==> src/rtl/tlb_pkg.sv <==
// -----------------------------------------------------------------------------
// tlb_pkg
// Shared constants, types and helpers for the TLB lookup front end.
//   - Geometry: ENTRIES, INDEX_W, VPN_W, OFFSET_W, VALUE_W
//   - Value-memory word layout: FRAME_HI/LO, WRITABLE_BIT, VALID_BIT
//   - Fault codes (tlb_fault_e), UNMAPPED_BASE, KEY_RESET
//   - tlb_fault():       fault priority resolution for one lookup
//   - unmapped_offset(): physical address of an address in the bypass window
// -----------------------------------------------------------------------------
package tlb_pkg;

  localparam int ENTRIES  = 32;
  localparam int INDEX_W  = 5;
  localparam int VPN_W    = 20;
  localparam int OFFSET_W = 12;
  localparam int VALUE_W  = 22;

  // Value memory word: {frame[19:0], writable, valid}
  localparam int FRAME_HI     = 21;
  localparam int FRAME_LO     = 2;
  localparam int WRITABLE_BIT = 1;
  localparam int VALID_BIT    = 0;

  localparam logic [31:0]      UNMAPPED_BASE = 32'hC000_0000;
  localparam logic [VPN_W-1:0] KEY_RESET     = 20'hF_FFFF;

  typedef enum logic [1:0] {
    FAULT_NONE    = 2'd0,
    FAULT_MISS    = 2'd1,
    FAULT_INVALID = 2'd2,
    FAULT_WPROT   = 2'd3
  } tlb_fault_e;

  // Miss outranks an invalid entry, which outranks a write-protect violation.
  function automatic tlb_fault_e tlb_fault(input logic hit, input logic valid,
                                           input logic writable, input logic is_write);
    tlb_fault_e code;
    if (!hit) begin
      code = FAULT_MISS;
    end else if (!valid) begin
      code = FAULT_INVALID;
    end else if (is_write && !writable) begin
      code = FAULT_WPROT;
    end else begin
      code = FAULT_NONE;
    end
    return code;
  endfunction

  function automatic logic [31:0] unmapped_offset(input logic [31:0] vaddr);
    return vaddr - UNMAPPED_BASE;
  endfunction

endpackage

==> src/rtl/tlb_key_cam.sv <==
// -----------------------------------------------------------------------------
// tlb_key_cam
// Key store of the TLB: N virtual page numbers in flops, one write port and a
// fully parallel compare. The lowest matching slot wins.
// Ports:
//   clock, reset        clock and synchronous active-high reset (keys -> KEY_RESET)
//   i_wr_en/index/data  key write, takes effect at the rising edge
//   i_vpn               page number to look up (compared against current keys)
//   o_hit               at least one key matches
//   o_index             lowest matching slot, 0 when nothing matches
// -----------------------------------------------------------------------------
module tlb_key_cam
  import tlb_pkg::*;
#(
  parameter int N  = ENTRIES,
  parameter int IW = INDEX_W
) (
  input  logic             clock,
  input  logic             reset,
  input  logic             i_wr_en,
  input  logic [IW-1:0]    i_wr_index,
  input  logic [VPN_W-1:0] i_wr_data,
  input  logic [VPN_W-1:0] i_vpn,
  output logic             o_hit,
  output logic [IW-1:0]    o_index
);

  logic [VPN_W-1:0] r_keys [N];
  logic [N-1:0]     w_match;
  logic             w_hit;
  logic [IW-1:0]    w_index;

  // Key storage: reset to all-ones, single write port.
  always_ff @(posedge clock) begin
    if (reset) begin
      for (int i = 0; i < N; i++) begin
        r_keys[i] <= KEY_RESET;
      end
    end else if (i_wr_en) begin
      r_keys[i_wr_index] <= i_wr_data;
    end
  end

  // Parallel compare of the incoming page number against every key.
  always_comb begin
    w_match = {N{1'b0}};
    for (int i = 0; i < N; i++) begin
      w_match[i] = (r_keys[i] == i_vpn);
    end
  end

  // Priority encoder: scanning from the top down lets the lowest slot overwrite last.
  always_comb begin
    w_hit   = 1'b0;
    w_index = {IW{1'b0}};
    for (int i = N - 1; i >= 0; i--) begin
      w_hit   = w_hit | w_match[i];
      w_index = w_match[i] ? IW'(i) : w_index;
    end
  end

  assign o_hit   = w_hit;
  assign o_index = w_index;

endmodule

==> src/rtl/tlb_lookup.sv <==
// -----------------------------------------------------------------------------
// tlb_lookup
// Translation front end for the 32x22 TLB value memory. A request is matched
// against the key CAM in IDLE, the winning index reads the value memory
// (synchronous read), the value is checked in READ and the registered result
// is presented in RESP until the consumer takes it. One lookup in flight.
// Ports:
//   clock, reset                          clock, synchronous active-high reset
//   reqValid/reqReady/reqAddress/reqWrite request handshake and payload
//   respValid/respReady                   response handshake
//   respAddress/respFault/respIndex       physical address, fault code, entry index
//   valueIndex / valueData                value memory port 1 (index out, data in)
//   keyWriteEnable/Index/Data             software key update
// Build option:
//   TLB_LOOKUP_UNMAPPED_EN  addresses with [31:30]==2'b11 bypass translation,
//                           respAddress = reqAddress - UNMAPPED_BASE.
// -----------------------------------------------------------------------------
module tlb_lookup
  import tlb_pkg::*;
#(
  parameter int ENTRIES = tlb_pkg::ENTRIES,
  parameter int INDEX_W = tlb_pkg::INDEX_W
) (
  input  logic               clock,
  input  logic               reset,
  input  logic               reqValid,
  output logic               reqReady,
  input  logic [31:0]        reqAddress,
  input  logic               reqWrite,
  output logic               respValid,
  input  logic               respReady,
  output logic [31:0]        respAddress,
  output logic [1:0]         respFault,
  output logic [INDEX_W-1:0] respIndex,
  output logic [INDEX_W-1:0] valueIndex,
  input  logic [VALUE_W-1:0] valueData,
  input  logic               keyWriteEnable,
  input  logic [INDEX_W-1:0] keyWriteIndex,
  input  logic [VPN_W-1:0]   keyWriteData
);

  localparam logic [1:0] ST_IDLE = 2'd0;
  localparam logic [1:0] ST_READ = 2'd1;
  localparam logic [1:0] ST_RESP = 2'd2;

  logic [1:0]          r_state;
  logic                r_req_ready;
  logic                r_resp_valid;
  logic [31:0]         r_resp_address;
  tlb_fault_e          r_resp_fault;
  logic [INDEX_W-1:0]  r_resp_index;
  logic [OFFSET_W-1:0] r_offset;
  logic                r_write;
  logic                r_hit;
  logic [INDEX_W-1:0]  r_index;
`ifdef TLB_LOOKUP_UNMAPPED_EN
  logic                r_unmapped;
  logic [VPN_W-1:0]    r_vpn;
`endif

  logic                w_cam_hit;
  logic [INDEX_W-1:0]  w_cam_index;
  logic [INDEX_W-1:0]  w_value_index;
  tlb_fault_e          w_fault;
  logic [31:0]         w_res_addr;
  logic [INDEX_W-1:0]  w_res_index;

  tlb_key_cam #(
    .N  (ENTRIES),
    .IW (INDEX_W)
  ) u_cam (
    .clock      (clock),
    .reset      (reset),
    .i_wr_en    (keyWriteEnable),
    .i_wr_index (keyWriteIndex),
    .i_wr_data  (keyWriteData),
    .i_vpn      (reqAddress[31:OFFSET_W]),
    .o_hit      (w_cam_hit),
    .o_index    (w_cam_index)
  );

  // Value memory index: live CAM result while idle so the read starts at the
  // acceptance edge; afterwards the latched index keeps the read stable.
  always_comb begin
    if (r_state == ST_IDLE) begin
      w_value_index = w_cam_index;
    end else begin
      w_value_index = r_index;
    end
  end

  // Result computation from the value word returned for the latched index.
  always_comb begin
    w_fault = tlb_fault(r_hit, valueData[VALID_BIT], valueData[WRITABLE_BIT], r_write);
    if (w_fault == FAULT_NONE) begin
      w_res_addr = {valueData[FRAME_HI:FRAME_LO], r_offset};
    end else begin
      w_res_addr = 32'h0000_0000;
    end
`ifdef TLB_LOOKUP_UNMAPPED_EN
    if (r_unmapped) begin
      w_fault     = FAULT_NONE;
      w_res_addr  = unmapped_offset({r_vpn, r_offset});
      w_res_index = {INDEX_W{1'b0}};
    end else begin
      w_res_index = r_hit ? r_index : {INDEX_W{1'b0}};
    end
`else
    w_res_index = r_hit ? r_index : {INDEX_W{1'b0}};
`endif
  end

  // Lookup sequencer and registered response.
  always_ff @(posedge clock) begin
    if (reset) begin
      r_state        <= ST_IDLE;
      r_req_ready    <= 1'b1;
      r_resp_valid   <= 1'b0;
      r_resp_address <= 32'h0000_0000;
      r_resp_fault   <= FAULT_NONE;
      r_resp_index   <= {INDEX_W{1'b0}};
      r_offset       <= {OFFSET_W{1'b0}};
      r_write        <= 1'b0;
      r_hit          <= 1'b0;
      r_index        <= {INDEX_W{1'b0}};
`ifdef TLB_LOOKUP_UNMAPPED_EN
      r_unmapped     <= 1'b0;
      r_vpn          <= {VPN_W{1'b0}};
`endif
    end else begin
      case (r_state)
        ST_IDLE: begin
          if (reqValid) begin
            r_offset    <= reqAddress[OFFSET_W-1:0];
            r_write     <= reqWrite;
            r_hit       <= w_cam_hit;
            r_index     <= w_cam_index;
`ifdef TLB_LOOKUP_UNMAPPED_EN
            r_unmapped  <= (reqAddress[31:30] == 2'b11);
            r_vpn       <= reqAddress[31:OFFSET_W];
`endif
            r_req_ready <= 1'b0;
            r_state     <= ST_READ;
          end
        end
        ST_READ: begin
          r_resp_address <= w_res_addr;
          r_resp_fault   <= w_fault;
          r_resp_index   <= w_res_index;
          r_resp_valid   <= 1'b1;
          r_state        <= ST_RESP;
        end
        ST_RESP: begin
          if (respReady) begin
            r_resp_valid <= 1'b0;
            r_req_ready  <= 1'b1;
            r_state      <= ST_IDLE;
          end
        end
        default: begin
          r_resp_valid <= 1'b0;
          r_req_ready  <= 1'b1;
          r_state      <= ST_IDLE;
        end
      endcase
    end
  end

  assign reqReady    = r_req_ready;
  assign respValid   = r_resp_valid;
  assign respAddress = r_resp_address;
  assign respFault   = r_resp_fault;
  assign respIndex   = r_resp_index;
  assign valueIndex  = w_value_index;

endmodule
==> config.mk <==
export PLATFORM = sky130hd
export DESIGN_NAME = tlb_lookup
export DESIGN_NICKNAME = d
export VERILOG_FILES = /design/src/rtl/tlb_pkg.sv /design/src/rtl/tlb_key_cam.sv /design/src/rtl/tlb_lookup.sv
export SDC_FILE = /design/constraint.sdc
export NUM_CORES = 1
export LEC_CHECK = 0
export CORE_MARGIN = 1.5
export CORE_UTILIZATION = 40
export DETAILED_ROUTE_END_ITERATION = 6
export GPL_TIMING_DRIVEN = 0
export PLACE_DENSITY = 0.65
export SLEW_MARGIN = 25
export SYNTH_ARGS = -nofsm -noshare
export SYNTH_HDL_FRONTEND = slang
export SYNTH_SLANG_ARGS = --single-unit
export TNS_END_PERCENT = 20
==> constraint.sdc <==
create_clock -name clock -period 4 [get_ports clock]
set_input_delay 0.8 -clock clock [delete_from_list [all_inputs] [get_ports clock]]
set_output_delay 0.8 -clock clock [all_outputs]
set_load 0.01 [all_outputs]
==> results.toml, run 1 <==
[outcome]
status = "complete, but fails checks"
violations = "setup timing"

[drt]
routed_via_density = 5.58
firstDrtPassIters = 5
drt-met1-wl_um = 45200
met3_length_um = 13200
first_iter_violations = 3110
vias = 23800
drc = 0
topRoutingLayerUsed = "met5"
wl_met2_um = 52000
wire_per_inst_um = 27.0
wl_um = 115000
drtAntennaViolNets = 0

[yosys]
ys_ff_latch = 702
synth_nets = 2868
synthArstFlopShare_pct = 0
syn_avg_cell_area_um2 = 12.5
syn-cell-area_um2 = 34700
synth-edff-count = 640
synthFlopType = "edfxtp_1"
yosysWarnings = 0
synth-seq-area-share_pct = 59.0
synth_cells = 2783
yosysUniqueCellTypes = 51

[global_route]
grt_antenna_before_repair = 9
grt_pass1_wl_um = 162000
grt.total_usage_pct = 25.6
grt_max_degree = 21
grt_pass1_vias = 22700
overflow = 0

[die]
die-area_um2 = 88400
ios = 131
num_rows = 107
core_um2 = 85500
die_h_um = 297
start_util_pct = 40.5
die_w_um = 297

[sta]
fmax_mhz = 240
setup_ws_ns = -0.162
min_period_ns = 4.16
hold_viol = 0
layout_worst_path_cycle_share_pct = 104
finClkSkew_ns = 0.0284
slew_headroom_pct = 22.6
worst_pin_slew_ns = 1.16
finalSetupViolCount = 5
rsz0062_at_grt = "yes"
drv_slew = 0

[cells_and_area]
layout_commonest_cell = "edfxtp_1"
fin_util_pct = 48.4
stdcell_count = 4261
syn_to_final_growth_pct = 19.5
final_nets = 3140
drive_above_1_share_pct = 22.0
layout_common_cells = "640 x edfxtp_1, 323 x xor2_1, 322 x or2_2, 322 x or3_1, 315 x xnor2_1"
fin_area_um2 = 41400

[cts]
hold_buffers = 0
clkSlewWorstSetupHoldPaths_ns = 0.06
clk_latency_ns = 0.64
cts_tree = "done"
cts.sinks = 702
clk_root_buffer_cell = "clkbuf_16"
h-tree-depth = 3
numCtsBuffers = 76
max-clock-path-buffers = 3

[placed_design]
gp_routability_congestion = 0.890
pre_cts_slack_ns = -1.16
placed_cell_area_um2 = 37500
port_buffers = 110
place_hpwl_um = 72300
dp.cells = 4053

[power_and_ir_drop]
pwr-share-comb_pct = 10.9
seq_power_share_pct = 49.7
ir_drop_uv = 323
power.density_nw_per_um2 = 415
p_int_uw = 12900
p_switching_uw = 4290
power_frac_clock_pct = 39.4
leakage_uw = 0.0134
switching_share_pct = 24.9

[hold_path]
hold_path.class = "reg -> reg"

[critical_path]
endpoint_kind = "primary output"
cp_max_fo = 10
critical_path_class = "in -> out"
crit_required_ns = 3.20
critPathLaunchType = "input port"
crit_arrival_ns = 3.36
r2r_setup_slack_ns = 1.22

[flow_run]
maxCapViolations = 0
## cell type report
class	instances	area, um2
Timing Repair Buffer	194	2000
Buffer	267	1970
Sequential cell	702	20500
Multi-Input combinational cell	1808	13200
Tap cell	1144	1430
Clock buffer	106	2120
Antenna cell	6	15.0
Clock inverter	28	205
Inverter	6	22.5
Fill cell	7437	44100
## stage by stage
step	setup TNS, ns	hold WS, ns	total power [uW]
after floorplan	0	0.436	9680
after global placement	-132.58	0.440	10300
after detailed placement	-6.05	0.446	10400
after CTS	-0.571	0.454	17200
after global routing	-0.964	0.467	17600
final	-0.587	0.451	17200
## layer usage
metal,GRT usage [%],vias to the layer above
met2,39.7,1467
li1,-,10300
met3,5.98,268
met4,10.1,4
met5,0,-
met1,34.6,11700
## kinds of logic (layout without fill, tap and decap cells)
kind of cell	count (synthesis)	count (layout)	synth area share (%)
buffers and inverters	273	601	4.46
and+or+nand+nor	1063	1063	18.2
AOI/OAI and AO/OA	104	104	2.08
DFF	702	702	59.0
muxes	1	1	0.0289
xor gates and xnor gates	640	640	16.2
other	0	6	0
## worst max-delay path, cell delays in order
cell and delay, ns:
buf_6 0.13, buf_12 0.16, buf_16 0.17, buf_4 0.16
xnor2_1 0.17, nand4_1 0.17, nor3_4 0.33, nor2_2 0.07
o221a_1 0.15, or4_4 0.46, a22oi_2 0.31, a21oi_2 0.09
buf_2 0.16
## synth_stat cells (4+ instances only)
cell	n	area, um2
a21oi_1	29	145
a22oi_1	32	240
buf_2	4	20.0
buf_4	25	188
buf_6	44	495
buf_8	8	120
clkbuf_1	183	687
dfxtp_1	62	1240
edfxtp_1	640	19200
inv_1	6	22.5
nand2_1	69	259
nand2b_1	23	144
nand3_1	42	210
nand3b_1	4	30.0
nand4_1	82	513
nor2_1	57	214
nor3_1	30	150
nor3_2	8	80.1
nor3b_1	4	30.0
nor4_1	81	507
nor4_2	4	50.1
o21bai_1	18	135
or2_2	322	2010
or3_1	323	2020
xnor2_1	316	2770
xor2_1	324	2840
## power groups by stage
stage / Sequential, uW / Combinational, uW / Clock [uW]
final: 8540 / 1880 / 6780
after global routing: 8580 / 1960 / 7060
after CTS: 8540 / 1830 / 6780
after detailed placement: 8700 / 1690 / 0
after global placement: 8690 / 1660 / 0
after floorplan: 8670 / 1010 / 0
## registers in the layout, summed over array words and instances, names as in the netlist
| name | flops |
|---|---|
| reqReady | 1 |
| respIndex | 5 |
| respAddress | 32 |
| r_index | 5 |
| r_state | 2 |
| u_cam.r_keys | 640 |
| respValid | 1 |
| r_hit | 1 |
| respFault | 2 |
| r_offset | 12 |
| r_write | 1 |
## worst paths after layout
path	from	to	depth (start not counted)
setup / recovery	reqAddress[25]	valueIndex[1]	13
hold / removal	respFault[1]	respFault[1]	2
setup reg to reg	u_cam.r_keys[28][11]	r_index[0]	13
hold reg to reg	respFault[1]	respFault[1]	2
## what timing repair did
action / CTS / global route
endpoints found under the hold margin: 0 / 0
endpoints found under the setup margin: 5 / 5
pin swaps: 50 / 13
buffers inserted: 63 / 2
resized for setup: 184 / 26
gates cloned: 3 / 0
Note: power is estimated with default switching activity, not from simulation.
==> inputs of run 2 (changes only) <==
--- a/config.mk
+++ b/config.mk
@@ -7,9 +7,10 @@
 export LEC_CHECK = 0
 export CORE_MARGIN = 1.5
 export CORE_UTILIZATION = 40
+export CTS_CLUSTER_DIAMETER = 80
 export DETAILED_ROUTE_END_ITERATION = 6
 export GPL_TIMING_DRIVEN = 0
-export PLACE_DENSITY = 0.65
+export PLACE_DENSITY = 0.56
 export SLEW_MARGIN = 25
 export SYNTH_ARGS = -nofsm -noshare
 export SYNTH_HDL_FRONTEND = slang
==> run 2 against run 1 <==
The flow still finishes with violations (setup timing). Critical path depth down 3. Non-clock buffer count rose by 47. Worst hold slack better by 0.0076 ns. Utilization grew 0.77 points. Combinational power rose by 3%. Highest routed layer is now met4. Maximum frequency down 0.83%. Sequential power about the same. Largest power group unchanged. Sequential cell count stayed put.
==> results.toml, run 2 (synthesis gave the netlist of run 1 again) <==
[outcome]
status = "complete, but fails checks"
violations = "setup timing"

[power_and_ir_drop]
total_power_uw = 17500
pwr-share-comb_pct = 11.1
ir_drop_uv = 365
leakage_uw = 0.0138
switching_share_pct = 25.7
seq_power_share_pct = 49.0
power.density_nw_per_um2 = 415
p_switching_uw = 4480
p_int_uw = 13000
power_frac_clock_pct = 39.9

[die]
die_w_um = 297
core_um2 = 85500
die-area_um2 = 88400
die_h_um = 297
ios = 131
num_rows = 107
start_util_pct = 40.5

[global_route]
grt_max_degree = 21
grt.total_usage_pct = 26.8
grt_pass1_wl_um = 169000
overflow = 0
grt_pass1_vias = 23500
grt_antenna_before_repair = 7

[critical_path]
cp_top_family = "simple AND/OR/NAND/NOR gates"
cp_max_fo = 2
critPathLaunchType = "flop"
reg2reg_from = "u_cam.r_keys[28][18]"
crit_required_ns = 3.20
critPathMaxStageDelay_ns = 0.47
slowest_stage = "or4_4"
path_buf_inv = 1
crit_arrival_ns = 3.40
worstSetupStartpoint = "u_cam.r_keys[28][18]"
endpoint_kind = "primary output"
critical_path_class = "reg -> out"
crit_path_cell_trace = "xor2_1 > nor4_1 > nand3_1 > nor3_4 > a211oi_2 > o221a_1 > or4_4 > a22oi_2 > a21oi_1 > buf_2"

[flow_run]
maxCapViolations = 0

[cells_and_area]
final_nets = 3192
syn_to_final_growth_pct = 21.4
layout_common_cells = "640 x edfxtp_1, 322 x or2_2, 322 x or3_1"
top_register = "u_cam.r_keys"
largest_reg_flops = 640
stdcell_count = 4311
fin_util_pct = 49.2
layout_commonest_cell = "edfxtp_1"
fill_cells = 7536
drive_above_1_share_pct = 24.5

[cts]
cts.sinks = 702
hold_buffers = 0
clk_root_buffer_cell = "clkbuf_16"
clk_latency_ns = 0.66
max-clock-path-buffers = 3
clkSlewWorstSetupHoldPaths_ns = 0.06
cts_tree = "done"
h-tree-depth = 3
numCtsBuffers = 81

[sta]
finClkSkew_ns = 0.0277
fmax_mhz = 238
rsz0062_at_grt = "yes"
hold_viol = 0
final.setup.tns_ns = -0.724
slew_headroom_pct = 24.0
min_period_ns = 4.20
setup_ws_ns = -0.197
drv_slew = 0
layout_worst_path_cycle_share_pct = 105
finalSetupViolCount = 5
worst_pin_slew_ns = 1.14

[placed_design]
place_hpwl_um = 77000
gp_routability_congestion = 0.875
pre_cts_slack_ns = -1.13
port_buffers = 110
dp.cells = 4053

[drt]
routed_via_density = 5.58
wl_um = 121000
firstDrtPassIters = 5
wire_per_inst_um = 28.1
first_iter_violations = 2873
vias = 24100
drc = 0
drtAntennaViolNets = 0

[hold_path]
min_from = "respFault[1]"
hold_path.class = "reg -> reg"
## run 2: final timing paths
kind,to,slack [ns],depth (start not counted)
min,respFault[1],0.46,2
min reg2reg,respFault[1],0.46,2
max reg2reg,r_index[0],1.24,13
max,valueIndex[1],-0.20,10
## run 2: power groups by stage
stage,Sequential [uW],Clock (uW),Combinational [uW]
after floorplan,8670,0,1010
after global placement,8690,0,1670
after detailed placement,8700,0,1720
after CTS,8550,6960,1840
after global routing,8580,7230,2030
final,8550,6970,1930
## run 2: worst min-delay path, delay by kind of cell, from the launching register on
family	cells	cell delay, ns
DFF	1	0.31
AOI/OAI and AO/OA	1	0.05
and+or+nand+nor	1	0.05
## run 2: stage by stage
step,area (um2),hold WS (ns)
floorplan,34700,0.436
global placement,37200,0.441
detailed placement,37500,0.451
CTS,41200,0.459
global route,42100,0.480
finish,42100,0.459
## run 2: cell type report
| class | instances | area, um2 | area share (%) |
|---|---|---|---|
| repair buffers | 241 | 2350 | 5.58 |
| flip-flops and latches | 702 | 20500 | 48.6 |
| well taps | 1144 | 1430 | 3.40 |
| multi-input cells | 1808 | 13400 | 31.8 |
| plain buffers | 267 | 2040 | 4.84 |
| clock buffers | 106 | 2190 | 5.22 |
| inverters | 6 | 22.5 | 0.0535 |
| clock inverters | 36 | 218 | 0.517 |
| diodes | 1 | 2.50 | 0.00595 |
## run 2: what timing repair did
| action | 4_1_cts | 5_1_grt |
|---|---|---|
| setup buffers | 68 | 47 |
| pin swaps | 39 | 52 |
| cloned | 0 | 2 |
| resized for setup | 171 | 81 |
| endpoints found under the setup margin | 5 | 5 |
## run 2: layer usage
| metal | track usage, % | up-vias | share of wire (%) |
|---|---|---|---|
| li1 | - | 10400 | - |
| met1 | 36.3 | 12200 | 40 |
| met2 | 44.0 | 1224 | 48 |
| met3 | 3.33 | 251 | 8.1 |
| met4 | 10.1 | 0 | 4.1 |
| met5 | 0 | - | 0 |
==> inputs of run 3 (changes only) <==
--- a/config.mk
+++ b/config.mk
@@ -5,6 +5,7 @@
 export SDC_FILE = /design/constraint.sdc
 export NUM_CORES = 1
 export LEC_CHECK = 0
+export CORE_ASPECT_RATIO = 0.6
 export CORE_MARGIN = 1.5
 export CORE_UTILIZATION = 40
 export CTS_CLUSTER_DIAMETER = 80
==> run 3 against run 2 <==
Design area fell by 1.6%. Critical path type is now in -> out. Via count increased by 1.8%. Count of clock-buffer cells in the layout shrank 6. Utilization is 0.85 points lower. Die area about the same. First-iteration DRC count increased by 35%. Sequential power hardly changed. Non-clock buffer count down 46. Clock skew is essentially flat. Worst hold slack worse by 0.0029 ns. The run still ends with setup timing left. Worst setup slack improved by 0.010 ns.
==> results.toml, run 3 (synthesis gave the netlist of run 1 again) <==
[cells_and_area]
top_register = "u_cam.r_keys"
syn_to_final_growth_pct = 19.5
stdcell_count = 4255
largest_reg_flops = 640
drive_above_1_share_pct = 22.9
fill_cells = 7584
final_nets = 3137
layout_common_cells = "640 x edfxtp_1, 322 x xor2_1, 322 x or2_2, 322 x or3_1, 313 x xnor2_1"
fin_area_um2 = 41400
layout_commonest_cell = "edfxtp_1"

[global_route]
met1_usage_pct = 43.0
grt_pass1_vias = 23300
grt_antenna_before_repair = 26
grt.total_usage_pct = 28.6
busiest_layer = "met1"
met3_usage_pct = 8.56
grt_max_degree = 21
overflow = 0
grtUsageMet2_pct = 39.6
grt_pass1_wl_um = 177000

[sta]
rsz0062_at_grt = "yes"
min_period_ns = 4.19
finClkSkew_ns = 0.0278
fmax_mhz = 239
hold_viol = 0
drv_slew = 0
layout_worst_path_cycle_share_pct = 105
finalSetupViolCount = 5
slew_headroom_pct = 16.3
setup_ws_ns = -0.187
worst_pin_slew_ns = 1.26

[drt]
wl_um = 128000
first_iter_violations = 3866
drtAntennaViolNets = 0
wire_per_inst_um = 30.0
drc = 0
routed_via_density = 5.76
vias = 24500
firstDrtPassIters = 5

[flow_run]
maxCapViolations = 0

[die]
ios = 131
start_util_pct = 40.5
die-area_um2 = 88500
core_um2 = 85700
die_h_um = 231
die_w_um = 383
num_rows = 83

[cts]
h-tree-depth = 3
cts.sinks = 702
numCtsBuffers = 72
clkSlewWorstSetupHoldPaths_ns = 0.06
cts_tree = "done"
clk_latency_ns = 0.67
clk_root_buffer_cell = "clkbuf_16"
max-clock-path-buffers = 3

[critical_path]
endpoint_kind = "primary output"
crit_required_ns = 3.20
cp_max_fo = 10
ff2ff_path_depth = 11
crit_arrival_ns = 3.39
critPathLaunchType = "input port"
critical_path_class = "in -> out"

[placed_design]
place_hpwl_um = 83000
gp_routability_congestion = 0.928
placed_cell_area_um2 = 37500
port_buffers = 110
dp.cells = 4056

[outcome]
status = "complete, but fails checks"
violations = "setup timing"

[power_and_ir_drop]
total_power_uw = 17200
ir_drop_uv = 309
power.density_nw_per_um2 = 415
leakage_uw = 0.0134

[hold_path]
hold_path.class = "reg -> reg"
hold_depth = 2
==> run 3: cell types whose count changed in the layout (fill, tap and decap cells not counted), moves of 4 or more <==
| cell | previous run | this run |
|---|---|---|
| clkinv_1 | 17 | 9 |
| diode_2 | 1 | 5 |
| buf_12 | 47 | 33 |
| clkbuf_2 | 9 | 14 |
| clkbuf_16 | 85 | 78 |
| buf_4 | 104 | 61 |
| buf_8 | 16 | 20 |
| xnor2_2 | 6 | 1 |
| clkbuf_1 | 195 | 190 |
| buf_6 | 36 | 40 |
| bufbuf_16 | 0 | 4 |
| nor3_4 | 16 | 12 |
==> run 3: stage by stage <==
| stage | setup slack, ns | util (%) | hold slack [ns] | TNS, ns |
|---|---|---|---|---|
| after CTS | -0.113 | 47.9 | 0.456 | -0.336 |
| final | -0.187 | 48.3 | 0.456 | -0.493 |
| after floorplan | 0.536 | - | 0.436 | 0 |
| after global routing | -0.232 | 48.3 | 0.468 | -0.816 |
| after detailed placement | -1.19 | 43.7 | 0.447 | -5.20 |
| after global placement | -1.24 | 43.4 | 0.444 | -100.27 |
==> run 3: final cells by class <==
class | count | area [um2] | share of cell area (%)
Sequential cell | 702 | 20500 | 49.4
Multi-Input combinational cell | 1808 | 13300 | 32.0
Clock buffer | 100 | 2050 | 4.95
Buffer | 267 | 2010 | 4.84
Timing Repair Buffer | 195 | 1990 | 4.80
Tap cell | 1147 | 1440 | 3.47
Clock inverter | 25 | 183 | 0.441
Inverter | 6 | 22.5 | 0.0544
Antenna cell | 5 | 12.5 | 0.0302
==> run 3: routing by layer <==
layer	routed length [um]	share of wire, %
met5	9	0.0070
met4	3450	2.7
met3	16900	13
met2	52000	41
met1	55400	43
==> run 3: worst paths after layout <==
| kind | from | end | slack [ns] |
|---|---|---|---|
| max reg2reg | u_cam.r_keys[24][11] | r_index[1] | 1.17 |
| min | r_offset[1] | r_offset[1] | 0.46 |
| max | reqAddress[16] | valueIndex[0] | -0.19 |
| min reg2reg | r_offset[1] | r_offset[1] | 0.46 |
==> run 3: worst max-delay path, stage by stage <==
cell and delay [ns]:
buf_6 0.14, buf_12 0.22, xnor2_1 0.14, nand4_1 0.12, nor3_2 0.25, nand3_2 0.23, buf_4 0.21, buf_4 0.13
or3_1 0.42, a311oi_4 0.41, o31ai_1 0.12, buf_2 0.16
==> run 3: power breakdown <==
| group | internal (uW) | total, uW | leakage [uW] | switching (uW) |
|---|---|---|---|---|
| Combinational | 709 | 1970 | 0.00533 | 1260 |
| Sequential | 8370 | 8540 | 0.00695 | 173 |
| Clock | 3710 | 6660 | 0.00111 | 2960 |
| Total | 12800 | 17200 | 0.0134 | 4390 |
==> run 3: what timing repair did <==
action                                  4_1_cts  5_1_grt
endpoints found under the setup margin        5        5
setup buffers                                53       10
hold buffers                                  0        0
cloned                                        4        1
pin swaps                                    36       22
resized for setup                           176       44
